<file path="src/rtl/ahb_burst_master_if.sv">
// Command, write/read stream and AHB-Lite
// signals of the burst master.
interface ahb_burst_master_if #(
  parameter int LEN_W = 5
);
  logic             cmd_valid;
  logic             cmd_ready;
  logic             cmd_write;
  logic [31:0]      cmd_addr;
  logic [LEN_W-1:0] cmd_len;
  logic [31:0]      wdata;
  logic             wdata_valid;
  logic             wdata_ready;
  logic [31:0]      rd_data;
  logic             rd_valid;
  logic             done;
  logic             err;
  logic [1:0]       htrans;
  logic             hwrite;
  logic [2:0]       hsize;
  logic [2:0]       hburst;
  logic [31:0]      haddr;
  logic [31:0]      hwdata;
  logic             hready;
  logic [1:0]       hresp;
  logic [31:0]      hrdata;

  modport master (
    input  cmd_valid, cmd_write, cmd_addr, cmd_len,
    input  wdata, wdata_valid,
    input  hready, hresp, hrdata,
    output cmd_ready, wdata_ready,
    output rd_data, rd_valid, done, err,
    output htrans, hwrite, hsize, hburst,
    output haddr, hwdata
  );

  modport slave (
    output cmd_valid, cmd_write, cmd_addr, cmd_len,
    output wdata, wdata_valid,
    output hready, hresp, hrdata,
    input  cmd_ready, wdata_ready,
    input  rd_data, rd_valid, done, err,
    input  htrans, hwrite, hsize, hburst,
    input  haddr, hwdata
  );
endinterface

</file>
<file path="src/rtl/ahb_burst_master.sv">
// AHB-Lite burst initiator: one command
// becomes one word burst, closed by done/err.
module ahb_burst_master #(
  parameter int LEN_W = 5
) (
  input logic                hclk,
  input logic                hresetn,
  ahb_burst_master_if.master bus
);
  typedef enum logic [1:0] {
    S_IDLE, S_ADDR, S_LAST, S_ERR
  } state_t;

  localparam logic [1:0] T_IDLE = 2'b00;
  localparam logic [1:0] T_BUSY = 2'b01;
  localparam logic [1:0] T_NSEQ = 2'b10;
  localparam logic [1:0] T_SEQ  = 2'b11;
  localparam logic [2:0] B_SINGLE = 3'b000;
  localparam logic [2:0] B_INCR   = 3'b001;
  localparam logic [2:0] B_INCR4  = 3'b011;
  localparam logic [2:0] B_INCR8  = 3'b101;
  localparam logic [2:0] B_INCR16 = 3'b111;
  localparam logic [LEN_W-1:0] ONE = LEN_W'(1);

  state_t           r_state, w_state_n;
  logic [LEN_W-1:0] r_al, w_al_n;
  logic [LEN_W-1:0] r_dl, w_dl_n;
  logic             r_first, w_first_n;
  logic [31:0]      r_next, w_next_n;
  logic [31:0]      r_wbuf, w_wbuf_n;
  logic [1:0]       r_htrans, w_htrans_n;
  logic             r_hwrite, w_hwrite_n;
  logic [2:0]       r_hburst, w_hburst_n;
  logic [31:0]      r_haddr, w_haddr_n;
  logic [31:0]      r_hwdata, w_hwdata_n;
  logic [31:0]      r_rd_data, w_rd_data_n;
  logic             r_rd_valid, w_rd_valid_n;
  logic             r_done, w_done_n;
  logic             r_err, w_err_n;

  logic [LEN_W-1:0] w_len;
  logic [2:0]       w_burst;
  logic             w_aph, w_dph, w_bad;
  logic             w_cmd_ready, w_wready;

  assign w_len = (bus.cmd_len == '0) ? ONE : bus.cmd_len;
  assign w_aph = r_htrans[1];
  assign w_dph = (r_dl != r_al);
  assign w_bad = (bus.hresp != 2'b00);
  assign w_cmd_ready = (r_state == S_IDLE) && !r_done;

  // Burst type from the beat count
  always_comb begin
    w_burst = B_INCR;
    unique case (1'b1)
      (w_len == LEN_W'(1)):  w_burst = B_SINGLE;
      (w_len == LEN_W'(4)):  w_burst = B_INCR4;
      (w_len == LEN_W'(8)):  w_burst = B_INCR8;
      (w_len == LEN_W'(16)): w_burst = B_INCR16;
      default: ;
    endcase
  end

  // Next state and next registered outputs
  always_comb begin
    w_state_n    = r_state;
    w_al_n       = r_al;
    w_dl_n       = r_dl;
    w_first_n    = r_first;
    w_next_n     = r_next;
    w_wbuf_n     = r_wbuf;
    w_htrans_n   = r_htrans;
    w_hwrite_n   = r_hwrite;
    w_hburst_n   = r_hburst;
    w_haddr_n    = r_haddr;
    w_hwdata_n   = r_hwdata;
    w_rd_data_n  = r_rd_data;
    w_rd_valid_n = 1'b0;
    w_done_n     = 1'b0;
    w_err_n      = 1'b0;
    w_wready     = 1'b0;
    unique case (r_state)
      S_IDLE: begin
        if (bus.cmd_valid && w_cmd_ready) begin
          w_al_n     = w_len;
          w_dl_n     = w_len;
          w_first_n  = 1'b1;
          w_next_n   = bus.cmd_addr & 32'hFFFF_FFFC;
          w_hwrite_n = bus.cmd_write;
          w_hburst_n = w_burst;
          w_state_n  = S_ADDR;
        end
      end
      S_ADDR: begin
        if (w_dph && w_bad) begin
          w_htrans_n = T_IDLE;
          if (bus.hready) begin
            w_done_n  = 1'b1;
            w_err_n   = 1'b1;
            w_state_n = S_IDLE;
          end else begin
            w_state_n = S_ERR;
          end
        end else if (!w_aph || bus.hready) begin
          if (w_dph && bus.hready) begin
            w_dl_n = r_dl - ONE;
            if (!r_hwrite) begin
              w_rd_valid_n = 1'b1;
              w_rd_data_n  = bus.hrdata;
            end
          end
          if (w_aph) begin
            w_al_n = r_al - ONE;
            if (r_hwrite) w_hwdata_n = r_wbuf;
          end
          if (w_al_n == '0) begin
            w_htrans_n = T_IDLE;
            w_state_n  = S_LAST;
          end else if (r_hwrite && !bus.wdata_valid) begin
            w_htrans_n = r_first ? T_IDLE : T_BUSY;
            w_haddr_n  = r_next;
          end else begin
            w_wready  = r_hwrite;
            if (r_hwrite) w_wbuf_n = bus.wdata;
            w_haddr_n = r_next;
            w_next_n  = r_next + 32'd4;
            w_first_n = 1'b0;
            if (r_first) begin
              w_htrans_n = T_NSEQ;
            end else if (r_next[9:0] == 10'd0) begin
              w_htrans_n = T_NSEQ;
              w_hburst_n = B_INCR;
            end else begin
              w_htrans_n = T_SEQ;
            end
          end
        end
      end
      S_LAST: begin
        if (w_bad) begin
          if (bus.hready) begin
            w_done_n  = 1'b1;
            w_err_n   = 1'b1;
            w_state_n = S_IDLE;
          end else begin
            w_state_n = S_ERR;
          end
        end else if (bus.hready) begin
          w_dl_n    = r_dl - ONE;
          w_done_n  = 1'b1;
          w_state_n = S_IDLE;
          if (!r_hwrite) begin
            w_rd_valid_n = 1'b1;
            w_rd_data_n  = bus.hrdata;
          end
        end
      end
      S_ERR: begin
        w_htrans_n = T_IDLE;
        if (bus.hready) begin
          w_done_n  = 1'b1;
          w_err_n   = 1'b1;
          w_state_n = S_IDLE;
        end
      end
    endcase
  end

  // State and output registers
  always_ff @(posedge hclk) begin
    if (!hresetn) begin
      r_state    <= S_IDLE;
      r_al       <= '0;
      r_dl       <= '0;
      r_first    <= 1'b0;
      r_next     <= '0;
      r_wbuf     <= '0;
      r_htrans   <= T_IDLE;
      r_hwrite   <= 1'b0;
      r_hburst   <= B_SINGLE;
      r_haddr    <= '0;
      r_hwdata   <= '0;
      r_rd_data  <= '0;
      r_rd_valid <= 1'b0;
      r_done     <= 1'b0;
      r_err      <= 1'b0;
    end else begin
      r_state    <= w_state_n;
      r_al       <= w_al_n;
      r_dl       <= w_dl_n;
      r_first    <= w_first_n;
      r_next     <= w_next_n;
      r_wbuf     <= w_wbuf_n;
      r_htrans   <= w_htrans_n;
      r_hwrite   <= w_hwrite_n;
      r_hburst   <= w_hburst_n;
      r_haddr    <= w_haddr_n;
      r_hwdata   <= w_hwdata_n;
      r_rd_data  <= w_rd_data_n;
      r_rd_valid <= w_rd_valid_n;
      r_done     <= w_done_n;
      r_err      <= w_err_n;
    end
  end

  assign bus.cmd_ready   = w_cmd_ready;
  assign bus.wdata_ready = w_wready;
  assign bus.rd_data     = r_rd_data;
  assign bus.rd_valid    = r_rd_valid;
  assign bus.done        = r_done;
  assign bus.err         = r_err;
  assign bus.htrans      = r_htrans;
  assign bus.hwrite      = r_hwrite;
  assign bus.hsize       = 3'b010;
  assign bus.hburst      = r_hburst;
  assign bus.haddr       = r_haddr;
  assign bus.hwdata      = r_hwdata;
endmodule
</file>
<file path="src/flat_wrapper.sv">
// flat-port wrapper written by rule: the top's interface ports become plain ports
module ahb_burst_master_flat 
#(
  parameter int LEN_W = 5
)
  (hclk, hresetn, bus_cmd_valid, bus_cmd_write, bus_cmd_addr, bus_cmd_len, bus_wdata, bus_wdata_valid, bus_hready, bus_hresp, bus_hrdata, bus_cmd_ready, bus_wdata_ready, bus_rd_data, bus_rd_valid, bus_done, bus_err, bus_htrans, bus_hwrite, bus_hsize, bus_hburst, bus_haddr, bus_hwdata);
  ahb_burst_master_if #(.LEN_W(LEN_W)) bus_i ();
  input logic hclk;
  input logic hresetn;
  input wire logic [$bits(bus_i.cmd_valid)-1:0] bus_cmd_valid;
  input wire logic [$bits(bus_i.cmd_write)-1:0] bus_cmd_write;
  input wire logic [$bits(bus_i.cmd_addr)-1:0] bus_cmd_addr;
  input wire logic [$bits(bus_i.cmd_len)-1:0] bus_cmd_len;
  input wire logic [$bits(bus_i.wdata)-1:0] bus_wdata;
  input wire logic [$bits(bus_i.wdata_valid)-1:0] bus_wdata_valid;
  input wire logic [$bits(bus_i.hready)-1:0] bus_hready;
  input wire logic [$bits(bus_i.hresp)-1:0] bus_hresp;
  input wire logic [$bits(bus_i.hrdata)-1:0] bus_hrdata;
  output wire logic [$bits(bus_i.cmd_ready)-1:0] bus_cmd_ready;
  output wire logic [$bits(bus_i.wdata_ready)-1:0] bus_wdata_ready;
  output wire logic [$bits(bus_i.rd_data)-1:0] bus_rd_data;
  output wire logic [$bits(bus_i.rd_valid)-1:0] bus_rd_valid;
  output wire logic [$bits(bus_i.done)-1:0] bus_done;
  output wire logic [$bits(bus_i.err)-1:0] bus_err;
  output wire logic [$bits(bus_i.htrans)-1:0] bus_htrans;
  output wire logic [$bits(bus_i.hwrite)-1:0] bus_hwrite;
  output wire logic [$bits(bus_i.hsize)-1:0] bus_hsize;
  output wire logic [$bits(bus_i.hburst)-1:0] bus_hburst;
  output wire logic [$bits(bus_i.haddr)-1:0] bus_haddr;
  output wire logic [$bits(bus_i.hwdata)-1:0] bus_hwdata;
  assign bus_i.cmd_valid = bus_cmd_valid;
  assign bus_i.cmd_write = bus_cmd_write;
  assign bus_i.cmd_addr = bus_cmd_addr;
  assign bus_i.cmd_len = bus_cmd_len;
  assign bus_i.wdata = bus_wdata;
  assign bus_i.wdata_valid = bus_wdata_valid;
  assign bus_i.hready = bus_hready;
  assign bus_i.hresp = bus_hresp;
  assign bus_i.hrdata = bus_hrdata;
  assign bus_cmd_ready = bus_i.cmd_ready;
  assign bus_wdata_ready = bus_i.wdata_ready;
  assign bus_rd_data = bus_i.rd_data;
  assign bus_rd_valid = bus_i.rd_valid;
  assign bus_done = bus_i.done;
  assign bus_err = bus_i.err;
  assign bus_htrans = bus_i.htrans;
  assign bus_hwrite = bus_i.hwrite;
  assign bus_hsize = bus_i.hsize;
  assign bus_hburst = bus_i.hburst;
  assign bus_haddr = bus_i.haddr;
  assign bus_hwdata = bus_i.hwdata;
  ahb_burst_master #(.LEN_W(LEN_W)) u_core (.hclk(hclk), .hresetn(hresetn), .bus(bus_i));
endmodule
</file>
<file path="config.mk">
export PLATFORM = sky130hd
export DESIGN_NAME = ahb_burst_master_flat
export DESIGN_NICKNAME = d
export VERILOG_FILES = /design/src/rtl/ahb_burst_master_if.sv /design/src/rtl/ahb_burst_master.sv /design/src/flat_wrapper.sv
export SDC_FILE = /design/constraint.sdc
export NUM_CORES = 1
export LEC_CHECK = 0
export CAP_MARGIN = 20
export CORE_MARGIN = 4
export CORE_UTILIZATION = 40
export DETAILED_ROUTE_END_ITERATION = 8
export GPL_TIMING_DRIVEN = 0
export PLACE_DENSITY = 0.71
export SLEW_MARGIN = 20
export SYNTH_ARGS = -nofsm -noshare
export SYNTH_HDL_FRONTEND = slang
export SYNTH_SLANG_ARGS = --single-unit
</file>
<file path="constraint.sdc">
create_clock -name hclk -period 4.7 [get_ports hclk]
set_input_delay 0.47 -clock hclk [delete_from_list [all_inputs] [get_ports hclk]]
set_output_delay 0.47 -clock hclk [all_outputs]
set_load 0.02 [all_outputs]
</file>
======== Word-level counts from Yosys, hierarchy flattened ========
Index checks and enable logic that the tools add are counted.
Widths: inputs -> output; s select.
storage, ports and cells
  register bits ........................... 182
  bits in latches ......................... 0
  RAM bits ................................ 0
  ROM bits ................................ 0
  input bits .............................. 109
  output and inout port bits .............. 110
  logic and storage cells ................. 147
  memories ................................ 0
operators by class
  add/subtract/negate cells ............... 3
  multiply operators ...................... 0
  divide/modulo/power cells ............... 0
  magnitude comparators ................... 0
  equality and inequality tests ........... 20
  shift-type cells ........................ 0
  muxes and demuxes ....................... 76
  bitwise operators ....................... 3
  reduce and logical (&&, ||, !) cells .... 30
operator list
  operator               number
  $mux 32                11
  $pmux 32 s2            2
  $mux 5                 13
  $add 32x3->32 const B  1
  $mux 2                 12
  $mux 1                 21
  $mux 3                 7
  $reduce_and 6->1       3
  $pmux 5 s3             1
  $ne 2x2->1 const B     7
  $pmux 3 s4             1
  $logic_not 10->1       1
  $logic_not 5->1        2
  $pmux 5 s2             1
  $sub 5x1->5 const B    2
  $pmux 2 s4             1
  $reduce_and 4->1       2
  $reduce_and 8->1       1
  $reduce_bool 2->1      4
  $reduce_and 7->1       1
  $ne 2x1->1 const B     3
  $ne 3x1->1 const B     2
  $pmux 1 s2             3
  $pmux 3 s2             1
  19 further kinds       29

======== Longest topological paths before layout ========
Gate-level depths: netlist of the first run.
  word-level depth ........................ 10
  gate-level depth with buffers ........... 10

======== Least setup slack after synthesis of the first run ========
OpenSTA, ideal clock, no wires.
  path kind ............................... register -> output
  from .................................... register u_core.r_al[0]
  to ...................................... output bus_wdata_ready
  arrival ................................. 2087 ps
  setup slack ............................. 2143 ps
  stages on the path, launching flop included .. 10
  path buffers ............................ 2
  path through ............................ dfxtp_1 inv_1 ha_1 and3b_1 nor3_1 a31oi_1 nand4_1 buf_2 clkbuf_1 inv_1
between the ends
  word-level cells in the longest chain between the ends .. 10
  elaborated cells on any way between the ends .. 12
  classes of those cells .................. add/sub: 1; eq/ne: 1; mux: 8; reduce/logical: 2
ends and longest elaborated chain
  element                 RTL line                 text
  from (decl)             ahb_burst_master.sv:26   logic [LEN_W-1:0] r_al, w_al_n;
  from (signal assigned)  ahb_burst_master.sv:189  r_al <= w_al_n;
  $sub 5x1->5             ahb_burst_master.sv:113  w_al_n = r_al - ONE;
  $mux 5                  ahb_burst_master.sv:112  if (w_aph) begin
  $mux 5                  ahb_burst_master.sv:104  end else if (!w_aph || bus.hready) begin
  $mux 5                  ahb_burst_master.sv:95   if (w_dph && w_bad) begin
  $mux 5                  ahb_burst_master.sv:82   unique case (r_state)
  $logic_not 5->1         ahb_burst_master.sv:116  if (w_al_n == '0) begin
  $mux 1                  ahb_burst_master.sv:116
  $mux 1                  ahb_burst_master.sv:104
  $mux 1 *                ahb_burst_master.sv:95
  $mux 1 *                ahb_burst_master.sv:82
  to (decl)               flat_wrapper.sv:20       output wire logic [$bits(bus_i.wdata_ready)-1:0] bus_wdata_ready;
Every way passes the cells marked *; elsewhere a longest branch is shown, timed or not. The select of a mux whose other input is x is not followed.

======== Final worst setup path of the first run ========
Ends and elaborated chain as after synthesis.

==> out/qor.txt, run 1 <==
status: finished with violations
failing checks: DRC
clk_lat worst skew: 0.45 ns
WS Path Type: reg -> out
Initial Utilization: 41.0%
Synth Area in Compound Gates: 19.0%
fin util: 56.4%
P_sw: 0.00254 W
type of destination of the critical path: output port
Synth Register Bits: 178
GPL Wtd Cong: 0.959
most used cell, CP: inv_1
relative slew slack: 37.8%
Total GRT Usage: 24.2%
CP Buf/Inv Count: 5
max-slew violations: 0
CP max stage cell: clkdlybuf4s50_1
Final HPWL DP: 20,000 um
cells after synthesis: 1,007
WHS: 0.441 ns
yosys warns: 0
Worst-path clk slew: 0.07 ns
Iter 0 DRT Violations: 758
Setup crit end: bus_wdata_ready
Sequential Area: 0.00356 mm2
mux share of post-synthesis cell area: 4.48%
I/O Buffers: 209
Post-Synth Simple-Gate Area: 24.9%
final setup TNS: 0 ns
register area share after synthesis: 44.2%
sequential group share of total power: 34.0%
R2R depth: 7
Final period util: 86.1%
synthesized-area fraction occupied by adder cells: 1.40%
Max Fclk: 247 MHz
CTS Buffer Depth: 2
io pins: 219
main combinational cell family by area after synthesis: simple AND/OR/NAND/NOR gates
share of cells above drive strength 1: 5.92%
global route overflow: 0
floorplan row count: 51
H-tree levels: 4
Pint: 0.00347 W
combinational power share: 42.6%
routed vias: 8,470
reg-to-reg slack, setup: 1.69 ns
vias per cell: 5.58
fin crit period: 4.05 ns
CP required: 4.23 ns
first-pass GRT wire length: 42,800 um
FF-to-FF End: u_core.bus.hburst[0]$_SDFFE_PN0P_
r2r startpoint: u_core.r_state[1]$_SDFFE_PN0P_
Clk pwr share: 23.4%
RSZ-0062 raised after global routing: false
Synth cell types: 65
DRT antenna net count: 0
clk root buf: clkbuf_16
Syn Std Cell Area: 0.00807 mm2
initial antenna violation count: 0
Core ar.: 0.0197 mm2
Nets: 1,356
MaxCap Viol Count: 0
Async SR Flop Fraction: 0%
pre-CTS WS: 1.16 ns
die height: 150 um
Post-CTS Hold Fix Bufs: 0
largest net degree at the start of global routing: 19
Post-CTS Resized: 0
leakage power: 4.08 nW
slew of the pin with the lowest slew margin: 0.930 ns
CP top delay family: buffers and inverters
fin worst setup slack: 0.652 ns
final hold viol count: 0
area grow syn2layout: 37.5%
Power Density: 542 mW/mm2
postcts setup bufs: 0
routed len/inst: 18.2 um
Final Skew: 0.0143 ns
final-report setup violation count: 0
cell depth of the worst setup path: 10
cell taking the most area after synthesis: dfxtp_1
leading register cell type out of synthesis: dfxtp_1
Placed Cells: 1,484
DRT Wirelength: 27,700 um
total CTS buffers: 17
CP max stage delay: 0.54 ns
switch share: 42.3%
# fillers: 1,831
worst-path fanout max: 10
DRC viols: 1
peak supply drop: 0.333 mV
CP startpoint kind: register
Worst Hold Class: in -> reg
chip width: 150 um
vias in the first global route: 7,953
xor/xnor share of the synthesized area: 0.869%
WP data arrival: 3.58 ns
DRT Pass-1 Iters: 7
Synth top area share: 44.2%
CP cell instances: inv_1, ha_1, and3b_1, nor3_1, a31oi_1, nand4_1, buf_2, clkbuf_1, inv_1, clkdlybuf4s50_1
Multi-input gate area: 0.00411 mm2
Crit. Startpoint: u_core.r_al[0]$_SDFFE_PN0P_
number of synthesized flops with an enable pin: 0
Syn Area/Cell: 8.01 um2
CTS tree: built
post-route insts no fill: 1,518
clock sink count: 178
Area contributors post-synth: dfxtp_1, nand3_1, o21ai_0
die area: 0.0225 mm2
## sequential cells by signal, summed over array words and instances, names as in the netlist
name	cells
u_core.bus.done	1
u_core.bus.err	1
u_core.bus.haddr	30
u_core.bus.hburst	3
u_core.bus.htrans	2
u_core.bus.hwdata	32
u_core.bus.hwrite	1
u_core.bus.rd_data	32
u_core.bus.rd_valid	1
u_core.r_al	5
u_core.r_dl	5
u_core.r_first	1
u_core.r_next	30
u_core.r_state	2
u_core.r_wbuf	32
## worst reg2reg max path, stage by stage (launching register included)
cell and delay [ns]:
dfxtp_1 0.35, inv_1 0.13, ha_1 0.28, clkbuf_1 0.43, clkbuf_1 0.58, clkbuf_1 0.56
a21oi_1 0.31, o211a_1 0.28
## cells in the mapped netlist, drive strengths merged (7+ instances only)
| cell type | count |
|---|---|
| nor2 | 67 |
| inv | 13 |
| a31oi | 14 |
| dfxtp | 178 |
| clkbuf | 59 |
| xnor2 | 8 |
| mux2i | 35 |
| a21oi | 45 |
| ha | 9 |
| nand4 | 8 |
| nand2b | 8 |
| nor3 | 15 |
| buf | 25 |
| o31ai | 7 |
| o32ai | 7 |
| nand2 | 142 |
| o22ai | 9 |
| o21ai | 127 |
| nand3 | 128 |
| nor2b | 11 |
| and3 | 8 |
## power by group through the flow
| stage | clock (W) | sequential [W] | combinational, W |
|---|---|---|---|
| after CTS | 0.00142 | 0.00203 | 0.00251 |
| final | 0.00141 | 0.00205 | 0.00256 |
| after global routing | 0.00149 | 0.00209 | 0.00275 |
| after global placement | 0 | 0.00206 | 0.00248 |
| after floorplan | 0 | 0.00214 | 0.00151 |
| after detailed placement | 0 | 0.00207 | 0.00250 |
## placed cells by master, fill, tap and decap left out, types with 9 or more instances in the layout
cell,instances
a21oi_1,44
a31oi_1,14
buf_2,15
clkbuf_1,59
clkbuf_16,17
clkdlybuf4s50_1,209
dfxtp_1,178
ha_1,9
inv_1,11
mux2i_1,35
nand2_1,142
nand3_1,128
nor2_1,67
nor2b_1,11
nor3_1,14
o21ai_0,124
o22ai_1,9
## through the flow
step                area (um2)  total power (W)
floorplan                 8080          0.00365
global placement         10500          0.00454
detailed placement       10500          0.00456
CTS                      11100          0.00597
global route             11100          0.00633
finish                   11100          0.00602
## cells by family (layout without fill, tap and decap cells)
logic type | Yosys count | after routing
AO/OA/AOI/OAI | 255 | 255
XOR/XNOR | 8 | 8
adder cells (fa/ha/maj) | 9 | 9
buffers and inverters | 97 | 338
flip-flops | 178 | 178
multiplexers | 36 | 36
other | 2 | 7
AND/OR/NAND/NOR | 422 | 422
## worst min path at each step
| stage | to | start | depth (start not counted) |
|---|---|---|---|
| global placement | u_core.bus.hwdata[30]$_SDFFE_PN0P_ | u_core.bus.hwdata[30]$_SDFFE_PN0P_ | 2 |
| finish | u_core.bus.rd_valid$_SDFF_PN0_ | bus_hready | 3 |
| floorplan | u_core.bus.hwdata[0]$_SDFFE_PN0P_ | u_core.r_wbuf[0]$_SDFFE_PN0P_ | 2 |
| global route | u_core.bus.rd_valid$_SDFF_PN0_ | bus_hready | 3 |
| detailed placement | u_core.bus.hwdata[10]$_SDFFE_PN0P_ | u_core.bus.hwdata[10]$_SDFFE_PN0P_ | 2 |
| CTS | u_core.bus.rd_valid$_SDFF_PN0_ | bus_hready | 3 |
## layer usage
| layer | vias up | global-route usage, % | routed length (um) |
|---|---|---|---|
| met5 | - | 0 | 0 |
| met4 | 0 | 10.6 | 920 |
| met3 | 63 | 6.24 | 2430 |
| met2 | 405 | 36.7 | 12500 |
| met1 | 3966 | 32.6 | 11800 |
| li1 | 4036 | - | - |
## final cells by class
type | count | area share, %
multi-input combinational | 735 | 37.1
inverter | 13 | 0.440
buffer | 84 | 3.25
antenna | 2 | 0.0451
tap | 265 | 2.99
clock inverter | 14 | 1.25
sequential | 178 | 32.1
timing repair buffer | 209 | 18.9
clock buffer | 18 | 3.96
Note: power is estimated with default switching activity, not from simulation.
==> inputs of run 2 (changes only) <==
- clock period: 4.7 -> 3.8 ns (I/O delays scaled with it)
==> out/qor.txt, run 2 (synthesized netlist as in run 1, its figures left out) <==
worst-path fanout max: 19
io pins: 219
switch share: 42.3%
R2R depth: 8
hold path depth: 3
clock sink count: 178
DRC viols: 0
Core ar.: 0.0197 mm2
worst hold start: bus_hready
Clk pwr share: 23.5%
I/O Buffers: 209
slew of the pin with the lowest slew margin: 0.923 ns
RSZ-0062 raised after global routing: false
die height: 150 um
Iter 0 DRT Violations: 766
chip width: 150 um
CP required: 3.42 ns
global route overflow: 0
Final HPWL DP: 20,000 um
Pint: 0.00430 W
fin worst setup slack: 0.299 ns
Initial Utilization: 41.0%
Total GRT Usage: 24.2%
first-pass GRT wire length: 42,800 um
Worst Hold Class: in -> reg
Final Skew: 0.0141 ns
relative slew slack: 38.2%
clk_lat worst skew: 0.45 ns
combinational power share: 42.6%
vias in the first global route: 7,953
leakage power: 4.08 nW
Sequential Area: 0.00356 mm2
WP data arrival: 3.12 ns
share of cells above drive strength 1: 6.00%
die area: 0.0225 mm2
CTS Buffer Depth: 2
Hold EP: u_core.bus.rd_valid$_SDFF_PN0_
post-route insts no fill: 1,517
CTS tree: built
Worst-path clk slew: 0.07 ns
H-tree levels: 4
DRT Wirelength: 27,600 um
status: finished clean
r2r startpoint: u_core.r_state[1]$_SDFFE_PN0P_
area grow syn2layout: 37.5%
P_sw: 0.00315 W
max-slew violations: 0
# fillers: 1,829
routed len/inst: 18.2 um
Placed Cells: 1,484
fin util: 56.4%
Multi-input gate area: 0.00412 mm2
DRT Pass-1 Iters: 5
floorplan row count: 51
reg-to-reg slack, setup: 0.77 ns
most common cell after layout, fill and taps aside: clkdlybuf4s50_1
GPL Wtd Cong: 0.959
Power Density: 671 mW/mm2
largest net degree at the start of global routing: 19
DRT antenna net count: 0
type of destination of the critical path: output port
Max Fclk: 286 MHz
WS Path Type: reg -> out
vias per cell: 5.54
total CTS buffers: 17
routed vias: 8,404
final-report setup violation count: 0
sequential group share of total power: 34.0%
peak supply drop: 0.413 mV
initial antenna violation count: 0
CP startpoint kind: register
fin crit period: 3.50 ns
most frequent cells in the layout: clkdlybuf4s50_1, dfxtp_1, nand2_1
final setup TNS: 0 ns
pre-CTS WS: 0.349 ns
Nets: 1,355
FF-to-FF End: u_core.r_next[24]$_SDFFE_PN0P_
Final period util: 92.1%
MaxCap Viol Count: 0
clk root buf: clkbuf_16
final hold viol count: 0
[run 2: cell type report]
cell class	instances	share of cell area, %
Clock buffer	18	3.96
Multi-Input combinational cell	735	37.1
Inverter	13	0.440
Buffer	83	3.21
Clock inverter	14	1.25
Tap cell	265	2.99
Sequential cell	178	32.1
Antenna cell	2	0.0451
Timing Repair Buffer	209	18.9
[run 2: how the worst max path moves through the flow]
stage                                      from         endpoint  slack [ns]  depth (start not counted)
floorplan           u_core.r_al[0]$_SDFFE_PN0P_  bus_wdata_ready        1.33                          9
global placement    u_core.r_al[0]$_SDFFE_PN0P_  bus_wdata_ready        0.36                         10
detailed placement  u_core.r_al[0]$_SDFFE_PN0P_  bus_wdata_ready        0.35                         10
CTS                 u_core.r_al[0]$_SDFFE_PN0P_  bus_wdata_ready        0.05                         10
global route        u_core.r_al[0]$_SDFFE_PN0P_  bus_wdata_ready        0.10                          9
finish              u_core.r_al[0]$_SDFFE_PN0P_  bus_wdata_ready        0.30                          9
[run 2: repair_timing]
| item | CTS | global route |
|---|---|---|
| hold buffers | 0 | 0 |
| resized for setup | 1 | 0 |
| buffers inserted | 0 | 0 |
| setup endpoints to repair | 1 | 1 |
[run 2: power groups by stage]
stage / clock [W] / sequential (W) / combinational (W)
after detailed placement: 0 / 0.00256 / 0.00309
after CTS: 0.00176 / 0.00252 / 0.00311
final: 0.00175 / 0.00253 / 0.00317
after floorplan: 0 / 0.00265 / 0.00186
after global placement: 0 / 0.00255 / 0.00307
after global routing: 0.00184 / 0.00258 / 0.00341
[run 2: layer usage]
metal	part of all wire, %	GRT usage [%]
met5	0	0
met4	3.0	10.6
met3	7.9	6.24
met2	46	36.7
met1	44	32.6
[run 2: worst max-delay path: stages, from the launching register on]
cell             delay, ns
dfxtp_1               0.48
inv_1                 0.11
ha_1                  0.24
and3b_1               0.22
nor3_2                0.32
a31oi_1               0.16
nand4_1               0.17
buf_2                 0.35
inv_1                 0.07
clkdlybuf4s50_1       0.54
[run 2: metrics by stage]
step / power, W / hold WS, ns / cell area, um2
floorplan: 0.00451 / 0.444 / 8080
global placement: 0.00561 / 0.447 / 10500
detailed placement: 0.00564 / 0.449 / 10500
CTS: 0.00739 / 0.331 / 11100
global route: 0.00783 / 0.375 / 11100
finish: 0.00744 / 0.349 / 11100
==> inputs of run 3 (changes only) <==
- CTS_CLUSTER_DIAMETER: default -> 150
==> results of run 3 <==
Final layout, timing and power as in run 2 (identical DEF).
